## src/rtl/edlo_pkg.sv

```systemverilog
// -----------------------------------------------------------------------------
// edlo_pkg
//   Shared definitions for the EDLO program sequencer:
//     - program opcodes (instruction byte bits [7:4])
//     - ALU instruction codes driven on the sequencer's inst_out port
//     - sequencer FSM state encoding
// -----------------------------------------------------------------------------
package edlo_pkg;

  // Program opcodes
  localparam logic [3:0] OP_NOP     = 4'h0;
  localparam logic [3:0] OP_HALT    = 4'h1;
  localparam logic [3:0] OP_JMP     = 4'h2;
  localparam logic [3:0] OP_LDA_IMM = 4'h3;
  localparam logic [3:0] OP_LDB_IMM = 4'h4;
  localparam logic [3:0] OP_LDA_RAM = 4'h5;
  localparam logic [3:0] OP_LDB_RAM = 4'h6;
  localparam logic [3:0] OP_ADD     = 4'h7;
  localparam logic [3:0] OP_STR     = 4'h8;

  // ALU instruction codes; 0 means "no ALU action"
  localparam logic [3:0] ALU_NONE    = 4'h0;
  localparam logic [3:0] ALU_LDA_IMM = 4'h3;
  localparam logic [3:0] ALU_LDB_IMM = 4'h4;
  localparam logic [3:0] ALU_LDA_RAM = 4'h5;
  localparam logic [3:0] ALU_LDB_RAM = 4'h6;
  localparam logic [3:0] ALU_ADD     = 4'h7;

  // Sequencer states
  typedef enum logic [2:0] {
    ST_IDLE     = 3'd0,
    ST_FETCH    = 3'd1,
    ST_DECODE   = 3'd2,
    ST_FETCH_OP = 3'd3,
    ST_LATCH_OP = 3'd4,
    ST_RAM_ADDR = 3'd5,
    ST_EXEC     = 3'd6,
    ST_DONE     = 3'd7
  } state_e;

endpackage

```

## src/rtl/edlo_opdecode.sv

```systemverilog
// -----------------------------------------------------------------------------
// edlo_opdecode
//   Purely combinational opcode classifier.
//   Ports:
//     opcode      in  4  opcode field of the instruction byte
//     has_operand out 1  an operand byte follows the opcode byte
//     is_ram_load out 1  operand is a data-RAM address to be read into the ALU
//     is_jump     out 1  operand is a new program counter
//     is_halt     out 1  HALT instruction
//     illegal     out 1  opcode outside the defined set
//     alu_inst    out 4  ALU instruction to issue in EXEC (0 = none)
// -----------------------------------------------------------------------------
module edlo_opdecode
  import edlo_pkg::*;
(
  input  logic [3:0] opcode,
  output logic       has_operand,
  output logic       is_ram_load,
  output logic       is_jump,
  output logic       is_halt,
  output logic       illegal,
  output logic [3:0] alu_inst
);

  always_comb begin
    has_operand = 1'b0;
    is_ram_load = 1'b0;
    is_jump     = 1'b0;
    is_halt     = 1'b0;
    illegal     = 1'b0;
    alu_inst    = ALU_NONE;
    case (opcode)
      OP_NOP: ;
      OP_HALT: is_halt = 1'b1;
      OP_JMP: begin
        has_operand = 1'b1;
        is_jump     = 1'b1;
      end
      OP_LDA_IMM: begin
        has_operand = 1'b1;
        alu_inst    = ALU_LDA_IMM;
      end
      OP_LDB_IMM: begin
        has_operand = 1'b1;
        alu_inst    = ALU_LDB_IMM;
      end
      OP_LDA_RAM: begin
        has_operand = 1'b1;
        is_ram_load = 1'b1;
        alu_inst    = ALU_LDA_RAM;
      end
      OP_LDB_RAM: begin
        has_operand = 1'b1;
        is_ram_load = 1'b1;
        alu_inst    = ALU_LDB_RAM;
      end
      OP_ADD: alu_inst = ALU_ADD;
      OP_STR: has_operand = 1'b1;
      default: illegal = 1'b1;
    endcase
  end

endmodule

```

## src/rtl/edlo_sequencer.sv

```systemverilog
// -----------------------------------------------------------------------------
// edlo_sequencer
//   Program sequencer for the EDLO ALU. Fetches instruction and operand bytes
//   from a synchronous program memory, issues one-cycle ALU strobes, presents
//   data-RAM read addresses for RAM loads and writes the ALU result back to
//   data RAM for STR.
//   Ports:
//     clock      in   1       system clock, rising edge
//     reset      in   1       asynchronous active-high reset
//     start      in   1       begin at PC 0 (honoured only in IDLE / DONE)
//     busy       out  1       running (not IDLE, not DONE)
//     done       out  1       in DONE
//     error      out  1       last halt was caused by an illegal opcode
//     prog_addr  out  ADDR_W  program-memory address
//     prog_data  in   8       program byte (one cycle after prog_addr)
//     ram_addr   out  ADDR_W  data-RAM address
//     ram_rd     in   8       data-RAM read data (consumed by the ALU)
//     ram_we     out  1       data-RAM write strobe
//     ram_wdata  out  8       data-RAM write data (ALU result)
//     rtn_in     in   8       ALU result register
//     inst_out   out  4       ALU instruction, 0 when idle
//     data_out   out  8       immediate operand for the ALU
// -----------------------------------------------------------------------------
module edlo_sequencer
  import edlo_pkg::*;
#(
  parameter int unsigned ADDR_W = 8
) (
  input  logic              clock,
  input  logic              reset,
  input  logic              start,
  output logic              busy,
  output logic              done,
  output logic              error,
  output logic [ADDR_W-1:0] prog_addr,
  input  logic [7:0]        prog_data,
  output logic [ADDR_W-1:0] ram_addr,
  input  logic [7:0]        ram_rd,
  output logic              ram_we,
  output logic [7:0]        ram_wdata,
  input  logic [7:0]        rtn_in,
  output logic [3:0]        inst_out,
  output logic [7:0]        data_out
);

  state_e            state_q, state_d;
  logic [ADDR_W-1:0] pc_q, pc_d;
  logic [7:0]        operand_q, operand_d;
  logic [3:0]        opcode_q, opcode_d;
  logic [3:0]        alu_q, alu_d;
  logic              jump_q, jump_d;
  logic              ramld_q, ramld_d;
  logic              error_q, error_d;

  logic              dec_has_operand;
  logic              dec_is_ram_load;
  logic              dec_is_jump;
  logic              dec_is_halt;
  logic              dec_illegal;
  logic [3:0]        dec_alu_inst;

  // ram_rd feeds the ALU directly; the sequencer never looks at it.
  logic              unused_ram_rd;
  assign unused_ram_rd = ^ram_rd;

  // The decoder only sees the raw program byte; its results are registered
  // in DECODE so that every output below comes from flops.
  edlo_opdecode u_opdecode (
    .opcode      (prog_data[7:4]),
    .has_operand (dec_has_operand),
    .is_ram_load (dec_is_ram_load),
    .is_jump     (dec_is_jump),
    .is_halt     (dec_is_halt),
    .illegal     (dec_illegal),
    .alu_inst    (dec_alu_inst)
  );

  always_comb begin
    state_d   = state_q;
    pc_d      = pc_q;
    operand_d = operand_q;
    opcode_d  = opcode_q;
    alu_d     = alu_q;
    jump_d    = jump_q;
    ramld_d   = ramld_q;
    error_d   = error_q;
    case (state_q)
      ST_IDLE, ST_DONE: begin
        if (start) begin
          state_d = ST_FETCH;
          pc_d    = '0;
          error_d = 1'b0;
        end
      end
      ST_FETCH: state_d = ST_DECODE;
      ST_DECODE: begin
        opcode_d = prog_data[7:4];
        alu_d    = dec_alu_inst;
        jump_d   = dec_is_jump;
        ramld_d  = dec_is_ram_load;
        pc_d     = pc_q + ADDR_W'(1);
        if (dec_illegal) begin
          error_d = 1'b1;
          state_d = ST_DONE;
        end else if (dec_is_halt) begin
          state_d = ST_DONE;
        end else if (dec_has_operand) begin
          state_d = ST_FETCH_OP;
        end else if (dec_alu_inst == ALU_ADD) begin
          state_d = ST_EXEC;
        end else begin
          state_d = ST_FETCH;
        end
      end
      ST_FETCH_OP: state_d = ST_LATCH_OP;
      ST_LATCH_OP: begin
        operand_d = prog_data;
        if (jump_q) begin
          pc_d    = ADDR_W'(prog_data);
          state_d = ST_FETCH;
        end else begin
          pc_d    = pc_q + ADDR_W'(1);
          state_d = ramld_q ? ST_RAM_ADDR : ST_EXEC;
        end
      end
      ST_RAM_ADDR: state_d = ST_EXEC;
      ST_EXEC:     state_d = ST_FETCH;
      default:     state_d = ST_IDLE;
    endcase
  end

  always_ff @(posedge clock or posedge reset) begin
    if (reset) begin
      state_q   <= ST_IDLE;
      pc_q      <= '0;
      operand_q <= '0;
      opcode_q  <= OP_NOP;
      alu_q     <= ALU_NONE;
      jump_q    <= 1'b0;
      ramld_q   <= 1'b0;
      error_q   <= 1'b0;
    end else begin
      state_q   <= state_d;
      pc_q      <= pc_d;
      operand_q <= operand_d;
      opcode_q  <= opcode_d;
      alu_q     <= alu_d;
      jump_q    <= jump_d;
      ramld_q   <= ramld_d;
      error_q   <= error_d;
    end
  end

  logic in_exec;
  logic is_store;
  logic is_imm;

  assign in_exec  = (state_q == ST_EXEC);
  assign is_store = (opcode_q == OP_STR);
  assign is_imm   = (alu_q == ALU_LDA_IMM) || (alu_q == ALU_LDB_IMM);

  // Reset clears state_q asynchronously, so inst_out / ram_we fall with it.
  always_comb begin
    busy      = (state_q != ST_IDLE) && (state_q != ST_DONE);
    done      = (state_q == ST_DONE);
    error     = error_q;
    prog_addr = pc_q;
    ram_addr  = '0;
    if ((state_q == ST_RAM_ADDR) || (in_exec && (ramld_q || is_store))) begin
      ram_addr = ADDR_W'(operand_q);
    end
    ram_we    = in_exec && is_store;
    ram_wdata = rtn_in;
    inst_out  = in_exec ? alu_q : ALU_NONE;
    data_out  = (in_exec && is_imm) ? operand_q : '0;
  end

endmodule

```

## config.mk

```make
export PLATFORM = sky130hd
export DESIGN_NAME = edlo_sequencer
export DESIGN_NICKNAME = d
export VERILOG_FILES = /design/src/rtl/edlo_pkg.sv /design/src/rtl/edlo_opdecode.sv /design/src/rtl/edlo_sequencer.sv
export SDC_FILE = /design/constraint.sdc
export NUM_CORES = 1
export LEC_CHECK = 0
export CAP_MARGIN = 5
export CORE_MARGIN = 5
export CORE_UTILIZATION = 25
export CTS_BUF_LIST = sky130_fd_sc_hd__clkbuf_16
export DETAILED_ROUTE_END_ITERATION = 8
export DONT_BUFFER_PORTS = 1
export GPL_ROUTABILITY_DRIVEN = 1
export SLEW_MARGIN = 20
export SYNTH_ARGS = -nofsm -noshare
export SYNTH_HDL_FRONTEND = slang
export SYNTH_SLANG_ARGS = --single-unit
```

## constraint.sdc

```tcl
create_clock -name clock -period 2 [get_ports clock]
set_input_delay 0.1 -clock clock [delete_from_list [all_inputs] [get_ports clock]]
set_output_delay 0.1 -clock clock [all_outputs]
set_load 0.01 [all_outputs]
```

==> reports/qor.tcl, run 1 <==
set qor(power.static_leakage_nw) 0.927
set qor(synth_cells) 193
set qor(portBuffers) 0
set qor(grt_max_degree) 30
set qor(irDropWorstVdd_uv) 741
set qor(worst_hold_path_type) {in2reg}
set qor(post_layout_nonfiller_instances) 281
set qor(routed-via-count) 1424
set qor(critPathArrivalTime_ps) 1690
set qor(ant_nets) 0
set qor(placedInstanceArea_um2) 1780
set qor(grt_use_met2) 0.175
set qor(most-common-layout-cells) {sky130_fd_sc_hd__dfrtp_1 (29), sky130_fd_sc_hd__nand2_1 (26), sky130_fd_sc_hd__and2_1 (16)}
set qor(grt_overflow) 0
set qor(final_min_period_over_clock_period) 0.896
set qor(postSynthRegisterBits) 29
set qor(multi_input_area_um2) 858
set qor(placeableCoreArea_um2) 6760
set qor(max-cap-violations) 0
set qor(detail_route.wirelength_mm) 4.52
set qor(layout_commonest_cell) {sky130_fd_sc_hd__dfrtp_1}
set qor(slew_viol_final) 0
set qor(synth_enable_flop_cells) 0
set qor(drt_iter0_drc) 129
set qor(ys_dominant_reg_cell) {sky130_fd_sc_hd__dfrtp_1}
set qor(critical_path.max_fanout) 10
set qor(timing_hold_violations_final) 0
set qor(diodes) 0
set qor(synthesis.area_um2) 1720
set qor(clock_latency_ps) 280
set qor(postSynthNetCount) 221
set qor(fin_area_um2) 2070
set qor(synth.distinct_cells) 43
set qor(final.min_clock_period_ps) 1790
set qor(wl_per_cell_um) 16.1
set qor(die_area_um2) 8650
set qor(setup-violations-final) 0
set qor(grt_util_met1) 0.133
set qor(drt_pass1_iterations) 4
set qor(fin_nets) 228
set qor(htreeDepth) 2
set qor(place.gp.congestion) 0.771
set qor(yosys_warnings) 0
set qor(finClkSkew_ps) 5.22
set qor(critPathKind) {reg2out}
set qor(num_io_pins) 67
set qor(cts_tree) {done}
set qor(area_growth_synth_to_finish_pct) 20.4
set qor(syn_area_cell_um2) 8.92
set qor(floorplan.initialDensity) 0.255
set qor(cp-end-kind) {primary output}
set qor(clock-sinks) 29
set qor(layout_setup_ws_ps) 208
set qor(seqCellArea_um2) 726
set qor(post_route_cells_drive_above_1_share) 0.164
set qor(finalPower_mw) 3.30
set qor(share_of_async_settable_or_async_resettable_flops_after_synthesis) 1.00
set qor(globalRoute.busiestLayer) {met2}
set qor(clk_pin_slew_ps) 50
set qor(dpl.cell_count) 264
set qor(setup.worst_path.start_class) {flop}
set qor(gr-usage-all-layers) 0.108
set qor(hpwl_mm) 3.19
set qor(clk_root_buffer_cell) {sky130_fd_sc_hd__clkbuf_16}
set qor(grtUsageMet3) 0.0378
set qor(rsz0062_at_grt) {no}
set qor(setup-tns-final_ps) 0
set qor(power_per_cell_area_nw_per_um2) 1590
set qor(first_global_vias) 1456
set qor(place_ws_ps) 311
set qor(yosysSeqAreaShare) 0.422
set qor(floorplan.rows) 30
set qor(die_width_um) 93.0
set qor(n_fill_cell) 709
set qor(chipHeight_um) 93.0
set qor(fmax_mhz) 558
set qor(grt_antenna_before_repair) 0
set qor(grt_pass1_wl_mm) 7.36
set qor(worst_ep_required_time_ps) 1900
set qor(drt_drc_violations_left) 0
set qor(vias_per_cell) 5.07
set qor(clock_tree.buffer_depth) 2
set qor(numCtsBuffers) 5
set qor(status) {completed}
[power by group]
group	internal (mW)	switching (mW)	total [mW]
sequential	0.834	0.254	1.09
combinational	0.566	0.676	1.24
clock	0.710	0.263	0.973
total	2.11	1.19	3.30
[critical path, stage by stage, from the launching register on]
cell                       delay [ps]
sky130_fd_sc_hd__dfrtp_1          470
sky130_fd_sc_hd__nor2b_2          250
sky130_fd_sc_hd__o21ai_0          120
sky130_fd_sc_hd__a21boi_0         180
sky130_fd_sc_hd__buf_4            190
sky130_fd_sc_hd__and2_1           200
[registers in the layout, summed over array words and instances, names as in the netlist]
register and count:
operand_q 8, prog_addr 8, jump_q 1, alu_q 3, state_q 3, opcode_q 4
error 1, ramld_q 1
[synth_stat cells, drive strengths merged (2+ instances only)]
cell / count / area (um2)
a21o: 2 / 15.0
a21oi: 8 / 40.0
a222oi: 2 / 20.0
a22oi: 3 / 22.5
and2: 17 / 109
and3: 7 / 43.8
buf: 14 / 97.6
clkbuf: 6 / 22.5
dfrtp: 29 / 726
inv: 7 / 26.3
mux2: 8 / 90.1
nand2: 26 / 97.6
nand2b: 3 / 18.8
nand3: 5 / 25.0
nor2: 10 / 37.5
nor2b: 3 / 18.8
nor3: 3 / 15.0
o211ai: 2 / 15.0
o21ai: 11 / 55.1
o31ai: 3 / 22.5
or3: 2 / 12.5
xnor2: 2 / 17.5
xor2: 2 / 17.5
[final cells by class]
cell class,instances,area share
multi-input cells,137,0.414
flip-flops and latches,29,0.350
repair buffers,20,0.0833
clock buffers,5,0.0603
well taps,80,0.0483
clock inverters,3,0.0314
inverters,7,0.0127
[path summary, 6_finish.rpt]
path / from / end / slack [ps] / cells after the start
setup / recovery: state_q[0] / ram_addr[1] / 210 / 5
hold / removal: prog_data[5] / alu_q[1] / 10 / 2
setup reg to reg: state_q[0] / prog_addr[5] / 290 / 4
hold reg to reg: opcode_q[3] / opcode_q[3] / 470 / 2
max in group asynchronous: reset / operand_q[5] / 1380 / 3
min in group asynchronous: reset / prog_addr[3] / 340 / 3
[through the flow]
| stage | hold slack, ps | utilization |
|---|---|---|
| after CTS | 2.85 | 0.306 |
| after floorplan | 178 | - |
| after detailed placement | 92.9 | 0.264 |
| final | 9.60 | 0.307 |
| after global routing | 20.4 | 0.307 |
| after global placement | 92.5 | 0.264 |
[kinds of logic (layout without fill, tap and decap cells)]
group	count (synthesis)	after routing	synth area share
buffers and inverters	27	35	0.0850
XOR/XNOR	4	4	0.0204
AND/OR/NAND/NOR	84	84	0.261
flip-flops	29	29	0.422
multiplexers	8	8	0.0523
other	1	1	0.00218
adder cells (fa/ha/maj)	1	1	0.00727
AO/OA/AOI/OAI	39	39	0.150
[routing by layer]
metal  share of wire  wire [um]
met3           0.051        231
met4           0.016         73
met1            0.43       1960
met2            0.50       2260
met5               0          0
[timing repair]
item / in CTS / in global routing
gates resized for setup: 0 / 2
hold buffers: 9 / 0
endpoints found under the setup margin: 0 / 8
setup buffers: 0 / 0
hold endpoints to repair: 50 / 0
No activity file was read; power rests on OpenSTA's default activity.
==> inputs of run 2 (changes only) <==
--- a/config.mk
+++ b/config.mk
@@ -6,6 +6,7 @@
 export NUM_CORES = 1
 export LEC_CHECK = 0
 export CAP_MARGIN = 5
+export CORE_ASPECT_RATIO = 1.2
 export CORE_MARGIN = 5
 export CORE_UTILIZATION = 25
 export CTS_BUF_LIST = sky130_fd_sc_hd__clkbuf_16
==> run 2 against run 1 <==
Compared with the run above: sequential share of layout area rose by 0.32 points; critical path type unchanged; routed wire length barely moved; combinational power barely moved; clock power fell by 15%; largest power group unchanged; highest routed layer unchanged.
==> reports/qor.tcl, run 2 (synthesis gave the netlist of run 1 again) <==
set qor(power_per_cell_area_nw_per_um2) 1540 ;# was 1590 nW/um2
set qor(switching_power_mw) 1.18 ;# was 1.19 mW
set qor(final.min_clock_period_ps) 1780 ;# was 1790 ps
set qor(layout_commonest_cell) {sky130_fd_sc_hd__dfrtp_1} ;# unchanged
set qor(grt_overflow) 0 ;# unchanged
set qor(drt_iter0_drc) 143 ;# was 129
set qor(clock_latency_ps) 270 ;# was 280 ps
set qor(most-common-layout-cells) {sky130_fd_sc_hd__dfrtp_1 (29), sky130_fd_sc_hd__nand2_1 (26), sky130_fd_sc_hd__and2_1 (16)} ;# unchanged
set qor(utilization) 0.303 ;# was 0.307
set qor(post_route_cells_drive_above_1_share) 0.154 ;# was 0.164
set qor(power.static_leakage_nw) 0.916 ;# was 0.927 nW
set qor(htreeDepth) 2 ;# unchanged
set qor(power.sequential.fraction) 0.342 ;# was 0.329
set qor(critPathArrivalTime_ps) 1680 ;# was 1690 ps
set qor(power.share.combinational) 0.396 ;# was 0.376
set qor(first_global_vias) 1374 ;# was 1456
set qor(routed-via-count) 1406 ;# was 1424
set qor(fmax_mhz) 561 ;# was 558 MHz
set qor(critical_path.max_fanout) 8 ;# was 10
set qor(finalPower_mw) 3.15 ;# was 3.30 mW
set qor(grt_pass1_wl_mm) 7.41 ;# was 7.36 mm
set qor(drt_drc_violations_left) 0 ;# unchanged
set qor(grt_antenna_before_repair) 0 ;# unchanged
set qor(hpwl_mm) 3.16 ;# was 3.19 mm
set qor(worst_hold_path_type) {in2reg} ;# unchanged
set qor(chipHeight_um) 101 ;# was 93.0 um
set qor(wl_per_cell_um) 15.7 ;# was 16.1 um
set qor(grt_max_degree) 30 ;# unchanged
set qor(status) {completed} ;# unchanged
set qor(irDropWorstVdd_uv) 656 ;# was 741 uV
set qor(clk_pin_slew_ps) 50 ;# about the same
set qor(setup-tns-final_ps) 0 ;# unchanged
set qor(ant_nets) 0 ;# unchanged
set qor(vias_per_cell) 4.88 ;# was 5.07
set qor(final_min_period_over_clock_period) 0.892 ;# was 0.896
set qor(power.internal_mw) 1.98 ;# was 2.11 mW
set qor(finClkSkew_ps) 0.865 ;# was 5.22 ps
set qor(fin_nets) 228 ;# unchanged
set qor(floorplan.rows) 33 ;# was 30
set qor(rsz0062_at_grt) {no} ;# unchanged
set qor(clock-sinks) 29 ;# unchanged
set qor(clock_tree.buffer_depth) 2 ;# unchanged
set qor(cts_tree) {done} ;# unchanged
set qor(setup-violations-final) 0 ;# unchanged
set qor(critPathKind) {reg2out} ;# unchanged
set qor(timing_hold_violations_final) 0 ;# unchanged
set qor(place_ws_ps) 363 ;# was 311 ps
set qor(gr-usage-all-layers) 0.109 ;# was 0.108
set qor(slew_viol_final) 0 ;# unchanged
set qor(clk_root_buffer_cell) {sky130_fd_sc_hd__clkbuf_16} ;# unchanged
set qor(diodes) 0 ;# unchanged
set qor(setup.worst_path.start_class) {flop} ;# unchanged
set qor(die_width_um) 85.8 ;# was 93.0 um
set qor(worst_ep_required_time_ps) 1900 ;# about the same
set qor(drt_pass1_iterations) 4 ;# unchanged
set qor(max-cap-violations) 0 ;# unchanged
set qor(detail_route.wirelength_mm) 4.52 ;# about the same
set qor(layout_setup_ws_ps) 217 ;# was 208 ps
set qor(numCtsBuffers) 5 ;# unchanged
set qor(cp-end-kind) {primary output} ;# unchanged
set qor(num_io_pins) 67 ;# unchanged
set qor(floorplan.initialDensity) 0.254 ;# was 0.255
set qor(switching_share) 0.373 ;# was 0.361
set qor(placeableCoreArea_um2) 6770 ;# was 6760 um2
set qor(place.gp.congestion) 0.793 ;# was 0.771
set qor(worst_hold_slack_ps) 8.04 ;# was 9.60 ps
set qor(power_frac_clock) 0.262 ;# was 0.295
set qor(die_area_um2) 8650 ;# about the same
set qor(portBuffers) 0 ;# unchanged
set qor(area_growth_synth_to_finish_pct) 19.3 ;# was 20.4%
[run 2: area by class of cell]
class / instances / area (um2)
Timing Repair Buffer: 20 / 173
Multi-Input combinational cell: 137 / 858
Clock inverter: 3 / 37.5
Inverter: 7 / 26.3
Fill cell: 710 / 4720
Tap cell: 87 / 109
Sequential cell: 29 / 726
Clock buffer: 5 / 125
[run 2: through the flow]
stage                     cells  cell area (um2)
after global placement      271             1790
after detailed placement    271             1790
final                       288             2050
after floorplan             193             1720
after CTS                   288             2050
after global routing        288             2050
[run 2: worst paths after layout]
check / depth (start not counted) / slack [ps] / end / from
min reg2reg: 2 / 470 / opcode_q[3] / opcode_q[3]
min in group asynchronous: 3 / 340 / operand_q[2] / reset
max: 5 / 220 / ram_addr[2] / opcode_q[0]
max in group asynchronous: 3 / 1370 / state_q[2] / reset
min: 2 / 8 / alu_q[0] / prog_data[7]
max reg2reg: 4 / 330 / prog_addr[5] / state_q[0]
[run 2: worst max-delay path, stage by stage, from the launching register on]
cell	delay, ps
sky130_fd_sc_hd__dfrtp_1	390
sky130_fd_sc_hd__nor4b_2	330
sky130_fd_sc_hd__o21ai_0	110
sky130_fd_sc_hd__a21boi_0	190
sky130_fd_sc_hd__buf_4	180
sky130_fd_sc_hd__and2_1	210
[run 2: power groups by stage]
stage	Clock (mW)	Combinational, mW	Sequential [mW]
after detailed placement	0	1.22	1.09
final	0.828	1.25	1.08
after global placement	0	1.21	1.08
after floorplan	0	0.982	1.00
after global routing	0.869	1.41	1.12
after CTS	0.837	1.25	1.08
[run 2: per-layer routing]
layer,global-route usage,share of wire,vias up
li1,-,-,674
met1,0.129,0.42,685
met2,0.176,0.49,39
met3,0.0482,0.073,8
met4,0.0390,0.016,0
met5,0,0,-
[run 2: what timing repair did]
item / CTS / global route
buffers inserted: 0 / 0
resized for setup: 0 / 2
hold buffers: 9 / 0
endpoints found under the setup margin: 0 / 8
endpoints found under the hold margin: 49 / 0
